$ cat config.mk
export PLATFORM = sky130hd
export DESIGN_NAME = cfg_chain_loader
export DESIGN_NICKNAME = d
export VERILOG_FILES = /design/src/rtl/cfg_chain_loader.sv
export SDC_FILE = /design/constraint.sdc
export NUM_CORES = 1
export LEC_CHECK = 0
export ABC_AREA = 1
export BUFFER_PORTS_ARGS = -buffer_cell sky130_fd_sc_hd__buf_2
export CORE_AREA = 2 2 82 84
export DETAILED_ROUTE_END_ITERATION = 12
export DIE_AREA = 0 0 84 86
export GPL_TIMING_DRIVEN = 0
export PLACE_DENSITY = 0.77
export SYNTH_ARGS = -nofsm -noshare
export SYNTH_HDL_FRONTEND = slang
export SYNTH_SLANG_ARGS = --single-unit
$ cat constraint.sdc
create_clock -name clk -period 1.35 [get_ports clk]
set_input_delay 0.135 -clock clk [delete_from_list [all_inputs] [get_ports clk]]
set_output_delay 0.135 -clock clk [all_outputs]
set_load 0.005 [all_outputs]
$ cat src/rtl/cfg_chain_loader.sv
// Serializes configuration words LSB first into the tile shift chain, then pulses set.
// Define CFG_CHAIN_READBACK_EN to stream the old chain contents back out on rb_data.
module cfg_chain_loader #(
  parameter int WORD_W     = 32,
  parameter int CHAIN_LEN  = 1024,
  parameter int SET_CYCLES = 1,
  parameter int CNT_W      = $clog2(CHAIN_LEN + 1)
) (
  input  logic              clk,
  input  logic              rst,
  input  logic              start,
  input  logic [WORD_W-1:0] cfg_data,
  input  logic              cfg_valid,
  output logic              cfg_ready,
  output logic              shift_out,
  output logic              cen_out,
  output logic              set_out,
  output logic              busy,
  output logic              done,
  input  logic              chain_tail_in,
  output logic [WORD_W-1:0] rb_data,
  output logic              rb_valid
);

  localparam int BIT_W = $clog2(WORD_W + 1);
  localparam int SC_W  = $clog2(SET_CYCLES + 1);
  localparam logic [CNT_W-1:0] LEN   = CNT_W'(CHAIN_LEN);
  localparam logic [BIT_W-1:0] WLAST = BIT_W'(WORD_W - 1);
  localparam logic [SC_W-1:0]  SLAST = SC_W'(SET_CYCLES - 1);

  typedef enum logic [2:0] {
    IDLE, LOAD, SHIFT, SET, DONE
  } state_t;

  state_t            st, st_nx;
  logic [CNT_W-1:0]  cnt, cnt_nx;
  logic [BIT_W-1:0]  wb, wb_nx;
  logic [SC_W-1:0]   sc, sc_nx;
  logic [WORD_W-1:0] sr, sr_nx;
  logic rdy_nx, so_nx, cen_nx, set_nx;
  logic busy_nx, done_nx;

  always_comb begin
    st_nx  = st;
    cnt_nx = cnt;
    wb_nx  = wb;
    sc_nx  = sc;
    sr_nx  = sr;
    unique case (st)
      IDLE: begin
        if (start) begin
          st_nx  = LOAD;
          cnt_nx = '0;
        end
      end
      LOAD: begin
        if (cfg_valid) begin
          sr_nx = cfg_data;
          wb_nx = '0;
          st_nx = SHIFT;
        end
      end
      SHIFT: begin
        sr_nx  = sr >> 1;
        cnt_nx = cnt + 1'b1;
        wb_nx  = wb + 1'b1;
        if (cnt_nx == LEN) begin
          st_nx = SET;
          sc_nx = '0;
        end else if (wb == WLAST) begin
          st_nx = LOAD;
        end
      end
      SET: begin
        sc_nx = sc + 1'b1;
        if (sc == SLAST) st_nx = DONE;
      end
      DONE: st_nx = IDLE;
      default: st_nx = IDLE;
    endcase
  end

  // ready tracks the next state so the handshake lands in LOAD;
  // the serial/set/done outputs trail the state by one register stage
  always_comb begin
    rdy_nx  = (st_nx == LOAD);
    cen_nx  = (st == SHIFT);
    so_nx   = (st == SHIFT) && sr[0];
    set_nx  = (st == SET);
    done_nx = (st == DONE);
    busy_nx = (st != IDLE) || (st_nx != IDLE);
  end

  always_ff @(posedge clk) begin
    if (rst) begin
      st        <= IDLE;
      cnt       <= '0;
      wb        <= '0;
      sc        <= '0;
      sr        <= '0;
      cfg_ready <= 1'b0;
      shift_out <= 1'b0;
      cen_out   <= 1'b0;
      set_out   <= 1'b0;
      busy      <= 1'b0;
      done      <= 1'b0;
    end else begin
      st        <= st_nx;
      cnt       <= cnt_nx;
      wb        <= wb_nx;
      sc        <= sc_nx;
      sr        <= sr_nx;
      cfg_ready <= rdy_nx;
      shift_out <= so_nx;
      cen_out   <= cen_nx;
      set_out   <= set_nx;
      busy      <= busy_nx;
      done      <= done_nx;
    end
  end

`ifdef CFG_CHAIN_READBACK_EN
  logic [WORD_W-1:0] rb_acc, acc_nx;
  logic [BIT_W-1:0]  rb_k;
  logic [CNT_W-1:0]  rb_n;
  logic              rb_last;

  always_comb begin
    acc_nx  = (rb_k == '0) ? '0 : rb_acc;
    acc_nx  = acc_nx | (WORD_W'(chain_tail_in) << rb_k);
    rb_last = (rb_k == WLAST) || (rb_n == LEN - 1'b1);
  end

  always_ff @(posedge clk) begin
    if (rst) begin
      rb_acc   <= '0;
      rb_k     <= '0;
      rb_n     <= '0;
      rb_data  <= '0;
      rb_valid <= 1'b0;
    end else begin
      rb_valid <= 1'b0;
      if (st == IDLE && start) begin
        rb_k <= '0;
        rb_n <= '0;
      end else if (cen_out) begin
        rb_acc <= acc_nx;
        rb_n   <= rb_n + 1'b1;
        if (rb_last) begin
          rb_k     <= '0;
          rb_data  <= acc_nx;
          rb_valid <= 1'b1;
        end else begin
          rb_k <= rb_k + 1'b1;
        end
      end
    end
  end
`else
  logic unused_tail;
  assign unused_tail = chain_tail_in;
  assign rb_data     = '0;
  assign rb_valid    = 1'b0;
`endif

endmodule

==> impl_metrics.ini, run 1 <==
[detailed_routing]
routedWlPerCell_um = 12.6
drc = 0
num_vias = 2672
via_per_inst = 4.87
dr.pass1.iters = 4
wirelength_um = 6910
first_iter_violations = 168
antenna_left = 0

[synthesis]
async_reset_ff_share_pct = 0
syn_area_per_cell_um2 = 7.65
ys_seq_area_share_pct = 41.0
netlist_instances = 376
synth_cell_types = 34
syn_area_um2 = 2880
synth_edf_count = 0
ys_ff_latch = 59
synth_flop_cell = dfxtp_1
yosys_warnings = 0

[placement]
placed_area_um2 = 3320
post-dp-hpwl_um = 4550
io_buffers = 40
gp_congestion = 0.814
preCtsSetupSlack_ns = -0.197

[pwr]
clkPwrFrac_pct = 41.0
p_sw_share_pct = 24.9
p_leak_nw = 1.57
powerDensity_nw_per_um2 = 1090
p_int_w = 0.00314
ir_drop_uv = 755
comb_power_share_pct = 14.4
finalPower_w = 0.00418
power_frac_seq_pct = 44.6
p_sw_w = 0.00104

[floorplanning]
initial_core_util_pct = 45.8
die_y_um = 86
coreArea_um2 = 6280
die_w_um = 84
dieArea_um2 = 7220
ioPinCount = 76
num_rows = 29

[run_status]
status = finished with violations
violations = setup timing

[critical_path]
critPathSlowestCell = dfxtp_4
rr_startpoint = cnt[0]
critPathKind = flip-flop to flip-flop
arrival_ns = 1.73
r2r_end = cfg_ready
crit_path_cell_trace = ha_4, nand2_2, nand3b_1, nor2_1, nand2_1, nor2_1, nand3_2, nand3b_1, nor2_1
cp.required_ns = 1.56
rr_worst_depth = 9
cp-end-kind = flip-flop
critPathTopFamily = simple AND/OR/NAND/NOR gates
slowest_delay_ns = 0.38
critPathLaunchType = flip-flop
cp_max_fo = 5
r2r_slack_ns = -0.18
cp_num_buf_inv = 0
cp_common_cell = nor2_1

[clock_network]
clock-sinks = 59
clk_path_buf_depth = 2
insertion_delay_ns = 0.34
ctsHtreeMaxLevel = 3
cts_tree = built
cts-root-buf = clkbuf_8
clk_pin_slew_ns = 0.06
cts_buffers = 9

[timing]
final-max-slew-violation-count = 0
rsz0062_at_grt = true
layout_setup_ws_ns = -0.177
fin_crit_sh_pct = 113
min_period_ns = 1.53
hold_viol_final = 0
maxSlewHeadroom_pct = 65.0
tightest_slew_ns = 0.526
setup_viol = 17
fmax_ghz = 0.655
fin_skew_ns = 0.00634
finalSetupTns_ns = -0.974

[cells_and_area]
utilization_pct = 61.2
final_net_count = 507
regArea_um2 = 1200
multi_input_area_um2 = 1560
nFillCells = 550
syn_to_final_growth_pct = 33.5
antenna_cells = 0
fin_area_um2 = 3840
drive_gt1_share_pct = 35.0

[hold_path]
whs_endpoint = sr[31]
min_path_cells = 3
hp-class = primary input to flip-flop
min_from = cfg_data[31]

[grt]
globalRouteTotalUtil_pct = 18.3
grt_pass1_vias = 2398
grt_start_max_net_pins = 11
grt_overflow = 0
antenna_found_initial = 0
grt_pass1_wl_um = 10500

[job]
drv_cap = 0
[sequential cells by signal (all words and copies together) (netlist names)]
signal	cells
cfg_ready	1
set_out	1
sc	1
shift_out	1
busy	1
sr	32
cen_out	1
cnt	11
wb	6
done	1
st	3
[per-layer routing]
| layer | track usage [%] | share of wire, % |
|---|---|---|
| met1 | 20.7 | 43 |
| met5 | 0 | 0 |
| met4 | 8.36 | 1.8 |
| met3 | 5.58 | 6.5 |
| met2 | 31.8 | 49 |
[power by group through the flow]
stage / registers (W) / logic, W / clock network [W]
finish: 0.00187 / 0.000600 / 0.00171
global route: 0.00187 / 0.000662 / 0.00182
CTS: 0.00185 / 0.000496 / 0.00175
detailed placement: 0.00189 / 0.000472 / 0
global placement: 0.00189 / 0.000462 / 0
floorplan: 0.00188 / 0.000343 / 0
[per-stage QoR]
stage	hold slack, ns	cells
2_1_floorplan	0.282	408
3_3_place_gp	0.398	525
3_5_place_dp	0.411	525
4_1_cts	0.0471	546
5_1_grt	0.0524	549
6_report	0.0628	549
[how the worst max path moves through the flow]
stage	to	slack, ns	from	depth (start not counted)
global route	cfg_ready	-0.33	wb[0]	8
CTS	cfg_ready	-0.17	cnt[0]	9
finish	cfg_ready	-0.18	cnt[0]	9
detailed placement	cfg_ready	-0.20	cnt[1]	9
floorplan	cfg_ready	0.005	cnt[1]	9
global placement	cfg_ready	-0.16	cnt[1]	9
[placed cells by master (no fill, tap or decap), types with 13 or more instances in the layout]
cell type and instances:
conb_1 33, nand2_1 96, buf_4 43, nor2_1 34, a21oi_1 19, buf_2 40
clkbuf_8 13, a31oi_1 14, inv_1 14, dfxtp_1 53
[synth_stat cells, types with 3 or more instances]
cell type,n,area share (%)
o221ai_1,8,2.4
buf_4,35,9.1
a22oi_1,9,2.3
clkbuf_1,4,0.52
o21ai_0,7,1.2
a31oi_1,14,3.0
nand3b_1,5,1.3
nand3_2,4,1.4
nor2_2,3,0.65
a221oi_2,3,1.6
nor3_1,4,0.70
inv_1,15,2.0
buf_6,3,1.2
nand3_1,7,1.2
a21oi_1,23,4.0
inv_2,4,0.52
nor2_1,35,4.6
dfxtp_1,59,41
buf_2,5,0.87
nand2_1,109,14
[worst register-to-register path, stage by stage, from the launching register on]
cell and delay [ns]:
dfxtp_4 0.38, ha_4 0.16, nand2_2 0.07, nand3b_1 0.20
nor2_1 0.10, nand2_1 0.06, nor2_1 0.11, nand3_2 0.14
nand3b_1 0.13, nor2_1 0.05
[layout make-up]
class	instances	area share, %
tap	77	2.51
sequential	59	31.2
clock buffer	14	4.76
timing repair buffer	49	7.98
multi-input combinational	280	40.7
clock inverter	1	0.782
buffer	49	9.77
inverter	20	2.35
[timing repair]
item	in CTS	in global routing
buffers inserted	6	1
cloned	0	2
gates resized for setup	14	49
hold buffers	0	0
pin swaps	8	7
setup endpoints to repair	51	48
[cell families (layout without fill, tap and decap cells)]
| family | Yosys count | count (layout) | share of synthesized area [%] |
|---|---|---|---|
| buffers and inverters | 69 | 133 | 14.8 |
| AND/OR/NAND/NOR | 175 | 175 | 26.6 |
| flip-flops | 59 | 59 | 41.0 |
| other | 1 | 33 | 0.130 |
| adder cells (fa/ha/maj) | 2 | 2 | 0.869 |
| AO/OA/AOI/OAI | 70 | 70 | 16.6 |
Power figures use the tool's default switching activity.
==> inputs of run 2 (changes only) <==
Settings changed: CORE_AREA 2 2 82 84 to 2 2 97 71, DIE_AREA 0 0 84 86 to 0 0 99 73, PLACE_DENSITY 0.77 to 0.78.
==> run 2 against run 1 <==
Effect of this change:
- the run still ends with setup timing left
- combinational power grew 1%
- sequential share of layout area is 0.063 points lower
- via count increased by 1.9%
- final cell count rose by 1.5%
- clock power is 15% lower
- sequential cell count did not move
- setup slack lost 0.019 ns
- power is 5.9% lower
- die area is essentially flat
- clock-buffer cell count is 2 lower
- largest power group unchanged
==> impl_metrics.ini, run 2 (synthesis gave the netlist of run 1 again) <==
[floorplanning]
dieArea_um2 = 7230
coreArea_um2 = 6410
initial_core_util_pct = 44.9
die_w_um = 99
die_y_um = 73
ioPinCount = 76
num_rows = 25

[timing]
tightest_slew_ns = 0.608
fmax_ghz = 0.647
hold_viol_final = 0
layout_setup_ws_ns = -0.196
min_period_ns = 1.55
hold_slack_ns = 0.0452
finalSetupTns_ns = -0.946
fin_skew_ns = 0.0104
maxSlewHeadroom_pct = 59.4
final-max-slew-violation-count = 0
rsz0062_at_grt = true
fin_crit_sh_pct = 115
setup_viol = 14

[clock_network]
cts_tree = built
cts_buffers = 9
clk_path_buf_depth = 2
clk_pin_slew_ns = 0.07
insertion_delay_ns = 0.35
cts-root-buf = clkbuf_8
ctsHtreeMaxLevel = 3
clock-sinks = 59

[pwr]
p_int_w = 0.00286
p_leak_nw = 1.57
power_frac_seq_pct = 47.4
ir_drop_uv = 755
p_sw_w = 0.00108
p_sw_share_pct = 27.4
powerDensity_nw_per_um2 = 1020
comb_power_share_pct = 15.4
clkPwrFrac_pct = 37.2

[cells_and_area]
antenna_cells = 0
reg_top3 = sr x32, cnt x11, wb x6
layoutNonFillerInstCount = 557
syn_to_final_growth_pct = 34.3
utilization_pct = 60.3
layout_common_cells = nand2_1 (98), dfxtp_1 (51), buf_4 (45), buf_2 (41), conb_1 (33)
drive_gt1_share_pct = 36.1
largest_reg_flops = 32
final_net_count = 510
largest_register = sr
layout_commonest_cell = nand2_1
nFillCells = 551

[grt]
grt_overflow = 0
grt_pass1_wl_um = 11400
globalRouteTotalUtil_pct = 19.8
grt_start_max_net_pins = 13
met3_usage_pct = 6.90
grt_pass1_vias = 2490
antenna_found_initial = 0
use_met2_pct = 32.4
use_met1_pct = 25.4
grt.busiest_layer = met2

[run_status]
status = finished with violations
violations = setup timing

[detailed_routing]
num_vias = 2723
routedWlPerCell_um = 12.9
wirelength_um = 7170
drc = 0
antenna_left = 0
dr.pass1.iters = 4
first_iter_violations = 132
via_per_inst = 4.89

[placement]
place_inst = 529
post-dp-hpwl_um = 4760
gp_congestion = 0.843
io_buffers = 40
preCtsSetupSlack_ns = -0.189

[job]
drv_cap = 0

[critical_path]
critPathKind = flip-flop to flip-flop
crit_path_start = cnt[1]
crit_path_cell_trace = ha_4, nand2_2, nor2_4, buf_4, nand3b_1, nand2_1, nor2_1, nand3_2, nand3b_1, nor2_1
cp-end-kind = flip-flop
critPathSlowestCell = dfxtp_4
cp.required_ns = 1.56
critPathLaunchType = flip-flop
arrival_ns = 1.76
rr_startpoint = cnt[1]
cp_max_fo = 5
slowest_delay_ns = 0.37

[hold_path]
min_from = cfg_data[31]
hp-class = primary input to flip-flop
run 2: final timing paths:
kind | endpoint | slack [ns] | depth (start not counted)
worst max-delay path | cfg_ready | -0.20 | 10
worst min-delay path | sr[31] | 0.05 | 3
worst max register to register | cfg_ready | -0.20 | 10
worst min register to register | shift_out | 0.46 | 2
run 2: layer usage:
metal | part of all wire, % | up-vias | wire length (um)
li1 | - | 1380 | -
met1 | 45 | 1264 | 3260
met2 | 48 | 66 | 3420
met3 | 5.4 | 13 | 389
met4 | 1.4 | 0 | 98
met5 | 0 | - | 0
run 2: layout make-up:
type / instances / area [um^2] / share of cell area [%]
inverters: 20 / 92.6 / 2.40
clock buffers: 12 / 155 / 4.01
flip-flops and latches: 59 / 1200 / 31.1
well taps: 81 / 101 / 2.62
clock inverters: 4 / 23.8 / 0.615
plain buffers: 48 / 373 / 9.65
multi-input cells: 280 / 1590 / 41.0
repair buffers: 53 / 329 / 8.51
run 2: power by group through the flow:
stage               logic [W]  registers [W]  clock network [W]
finish               0.000607        0.00186            0.00146
global route         0.000664        0.00187            0.00159
CTS                  0.000520        0.00185            0.00147
detailed placement   0.000476        0.00189                  0
global placement     0.000465        0.00189                  0
floorplan            0.000343        0.00188                  0
run 2: repair_timing:
action                                  in CTS  in global routing
pin swaps                                    8                 20
setup buffers                                5                  7
gates resized for setup                     18                 58
endpoints found under the setup margin      46                 52
hold buffers                                 0                  0
hold endpoints to repair                     0                  0
gates cloned                                 2                  0
run 2: per-stage QoR:
stage	instance area [um^2]	total power (W)
floorplan	3020	0.00222
global placement	3320	0.00235
detailed placement	3320	0.00237
CTS	3610	0.00384
global route	3860	0.00412
finish	3860	0.00393
run 2: critical path: cells and delay by family (launching register included):
| family | cells | cell delay [ns] |
|---|---|---|
| buffers and inverters | 1 | 0.12 |
| AND/OR/NAND/NOR | 8 | 0.74 |
| adder cells (fa/ha/maj) | 1 | 0.17 |
| flip-flops | 1 | 0.37 |
==> inputs of run 3 (changes only) <==
Settings changed: ABC_AREA 1 to unset, CORE_AREA 2 2 97 71 to 2 2 96 70, DIE_AREA 0 0 99 73 to 0 0 98 72.
==> run 3 against run 2 <==
Effect of this change:
- the flow still finishes with violations (setup timing)
- utilization grew 12 points
- synthesized cell count fell by 11%
- cell area is 15% higher
- clock-buffer cell count increased by 2
- routed wire length up 31%
- die area fell by 2.4%
- non-clock buffer count is 33 higher
- sequential share of layout area fell by 3.8 points
- fmax fell by 5.1%
- largest cell class unchanged
==> impl_metrics.ini, run 3 <==
[timing]
rsz0062_at_grt = true
hold_slack_ns = 0.0615
fmax_ghz = 0.614
hold_viol_final = 0
min_period_ns = 1.63
setup_viol = 55
layout_setup_ws_ns = -0.279
fin_skew_ns = 0.0104
final-max-slew-violation-count = 0
fin_crit_sh_pct = 121
tightest_slew_ns = 0.673
maxSlewHeadroom_pct = 55.1

[detailed_routing]
routedWlPerCell_um = 17.5
dr.pass1.iters = 5
via_per_inst = 5.64
num_vias = 3044
wirelength_um = 9420
first_iter_violations = 186
antenna_left = 0
drc = 0

[hold_path]
hp-class = primary input to flip-flop
whs_endpoint = sr[31]
min_path_cells = 3
min_from = cfg_data[31]

[synthesis]
yosys_warnings = 0
yosysMostFrequentCell = dfxtp_1
synth_top_family_by_area = compound AO/OA/AOI/OAI gates
ys_seq_area_share_pct = 42.1
ys_ff_latch = 59
synth-xor-area-share_pct = 0.625
synthAdderAreaFrac_pct = 0.893
syn_area_um2 = 2800
netlist_instances = 336
synthTopCellsByCount = dfxtp_1 (59), a21oi_1 (39), nand2_1 (34)
syn_area_per_cell_um2 = 8.34
synth_edf_count = 0
async_reset_ff_share_pct = 0
synth_compound_area_share_pct = 23.1
synth_area_leaders = dfxtp_1 (42%), buf_4 (8.8%), a22oi_1 (7.2%), a21oi_1 (7.0%), nand2_1 (4.6%)
muxShareOfSynthArea_pct = 0
yosysTopAreaCell = dfxtp_1
synth_cell_types = 49
synth_top_area_share_pct = 42.1
synth_flop_cell = dfxtp_1
synth-simple-area-share_pct = 20.1

[critical_path]
rr_startpoint = cnt[1]
arrival_ns = 1.87
critPathLaunchType = flip-flop
r2r_end = cfg_ready
r2r_slack_ns = -0.28
rr_worst_depth = 6
cp.required_ns = 1.59
cp_max_fo = 4
cp-end-kind = flip-flop
critPathKind = flip-flop to flip-flop

[cells_and_area]
antenna_cells = 0
utilization_pct = 72.8
largest_reg_flops = 32
final_net_count = 496
largest_register = sr
syn_to_final_growth_pct = 58.3
layout_common_cells = buf_4 (57), dfxtp_1 (46), buf_2 (41), conb_1 (33), a21oi_2 (25)
reg_top3 = sr x32, cnt x11, wb x6
drive_gt1_share_pct = 55.6
layout_commonest_cell = buf_4

[clock_network]
clk_path_buf_depth = 2
cts_tree = built
cts_buffers = 9
clock-sinks = 59
clk_pin_slew_ns = 0.07
cts-root-buf = clkbuf_8
insertion_delay_ns = 0.34
ctsHtreeMaxLevel = 3

[run_status]
violations = setup timing
status = finished with violations

[grt]
antenna_found_initial = 0
grt_start_max_net_pins = 11
globalRouteTotalUtil_pct = 25.0
grt_pass1_wl_um = 13900
grt_overflow = 0
grt_pass1_vias = 2742

[pwr]
ir_drop_uv = 710
powerDensity_nw_per_um2 = 976
p_leak_nw = 1.81

[floorplanning]
ioPinCount = 76
die_y_um = 72
initial_core_util_pct = 46.0
num_rows = 24
die_w_um = 98
dieArea_um2 = 7060
coreArea_um2 = 6100

[placement]
io_buffers = 41
gp_congestion = 0.816
post-dp-hpwl_um = 4870

[job]
drv_cap = 0
-- run 3: cell count changes after synthesis, moves of 7 or more --
cell / before / now
nand2_1: 109 / 34
o221ai_1: 8 / 0
a21oi_1: 23 / 39
clkbuf_1: 4 / 11
inv_1: 15 / 2
o22ai_1: 0 / 8
a31oi_1: 14 / 3
a22oi_1: 9 / 27
nor3_1: 4 / 12
-- run 3: per-layer routing --
layer  global-route usage (%)  part of all wire [%]
met2                     39.3                    47
met4                     8.64                   2.6
met1                     33.7                    40
met5                        0                     0
met3                     6.94                    11
-- run 3: kinds of logic after synthesis --
group                      count (synthesis)
other                                      1
AOI/OAI and AO/OA                        102
and+or+nand+nor                          111
adders and majority gates                  2
buffers and inverters                     59
xor gates and xnor gates                   2
DFF                                       59
-- run 3: power breakdown --
group | internal [W] | switching [W]
clock network | 0.000904 | 0.000687
registers | 0.00181 | 0.0000633
logic | 0.000424 | 0.000437
total | 0.00314 | 0.00119
-- run 3: final cells by class --
type | instances | area [um^2]
plain buffers | 56 | 495
clock buffers | 14 | 153
clock inverters | 2 | 35.0
fillers | 420 | 1660
inverters | 2 | 7.51
multi-input cells | 251 | 1870
flip-flops and latches | 59 | 1210
well taps | 78 | 97.6
repair buffers | 78 | 564
-- run 3: through the flow --
stage,cells,worst slack [ns],instance area (um^2),setup TNS (ns),total power [W]
detailed placement,487,-0.329,3440,-9.75,0.00247
floorplan,368,-0.189,3130,-1.26,0.00231
CTS,536,-0.249,4250,-7.83,0.00425
finish,540,-0.279,4440,-9.45,0.00433
global route,540,-0.336,4440,-11.43,0.00446
global placement,487,-0.317,3440,-8.06,0.00245
-- run 3: worst max path at each step --
stage	from	endpoint	slack (ns)	depth (start not counted)
3_5_place_dp	cnt[0]	cfg_ready	-0.33	6
5_1_grt	st[1]	st[0]	-0.34	8
6_report	cnt[1]	cfg_ready	-0.28	6
3_3_place_gp	st[1]	cfg_ready	-0.32	6
4_1_cts	cnt[0]	cfg_ready	-0.25	6
2_1_floorplan	cnt[2]	cfg_ready	-0.19	6
-- run 3: repair_timing --
| action | 4_1_cts | 5_1_grt |
|---|---|---|
| hold buffers | 0 | 0 |
| pin swaps | 60 | 19 |
| endpoints found under the setup margin | 53 | 57 |
| buffers inserted | 25 | 6 |
| gates cloned | 8 | 0 |
| gates resized for setup | 106 | 45 |
-- run 3: critical path, cell delays in order, from the launching register on --
cell      delay, ns
dfxtp_4        0.37
ha_4           0.17
nand3_4        0.09
or4_4          0.45
o311ai_4       0.11
nand3_2        0.16
and3_4         0.17
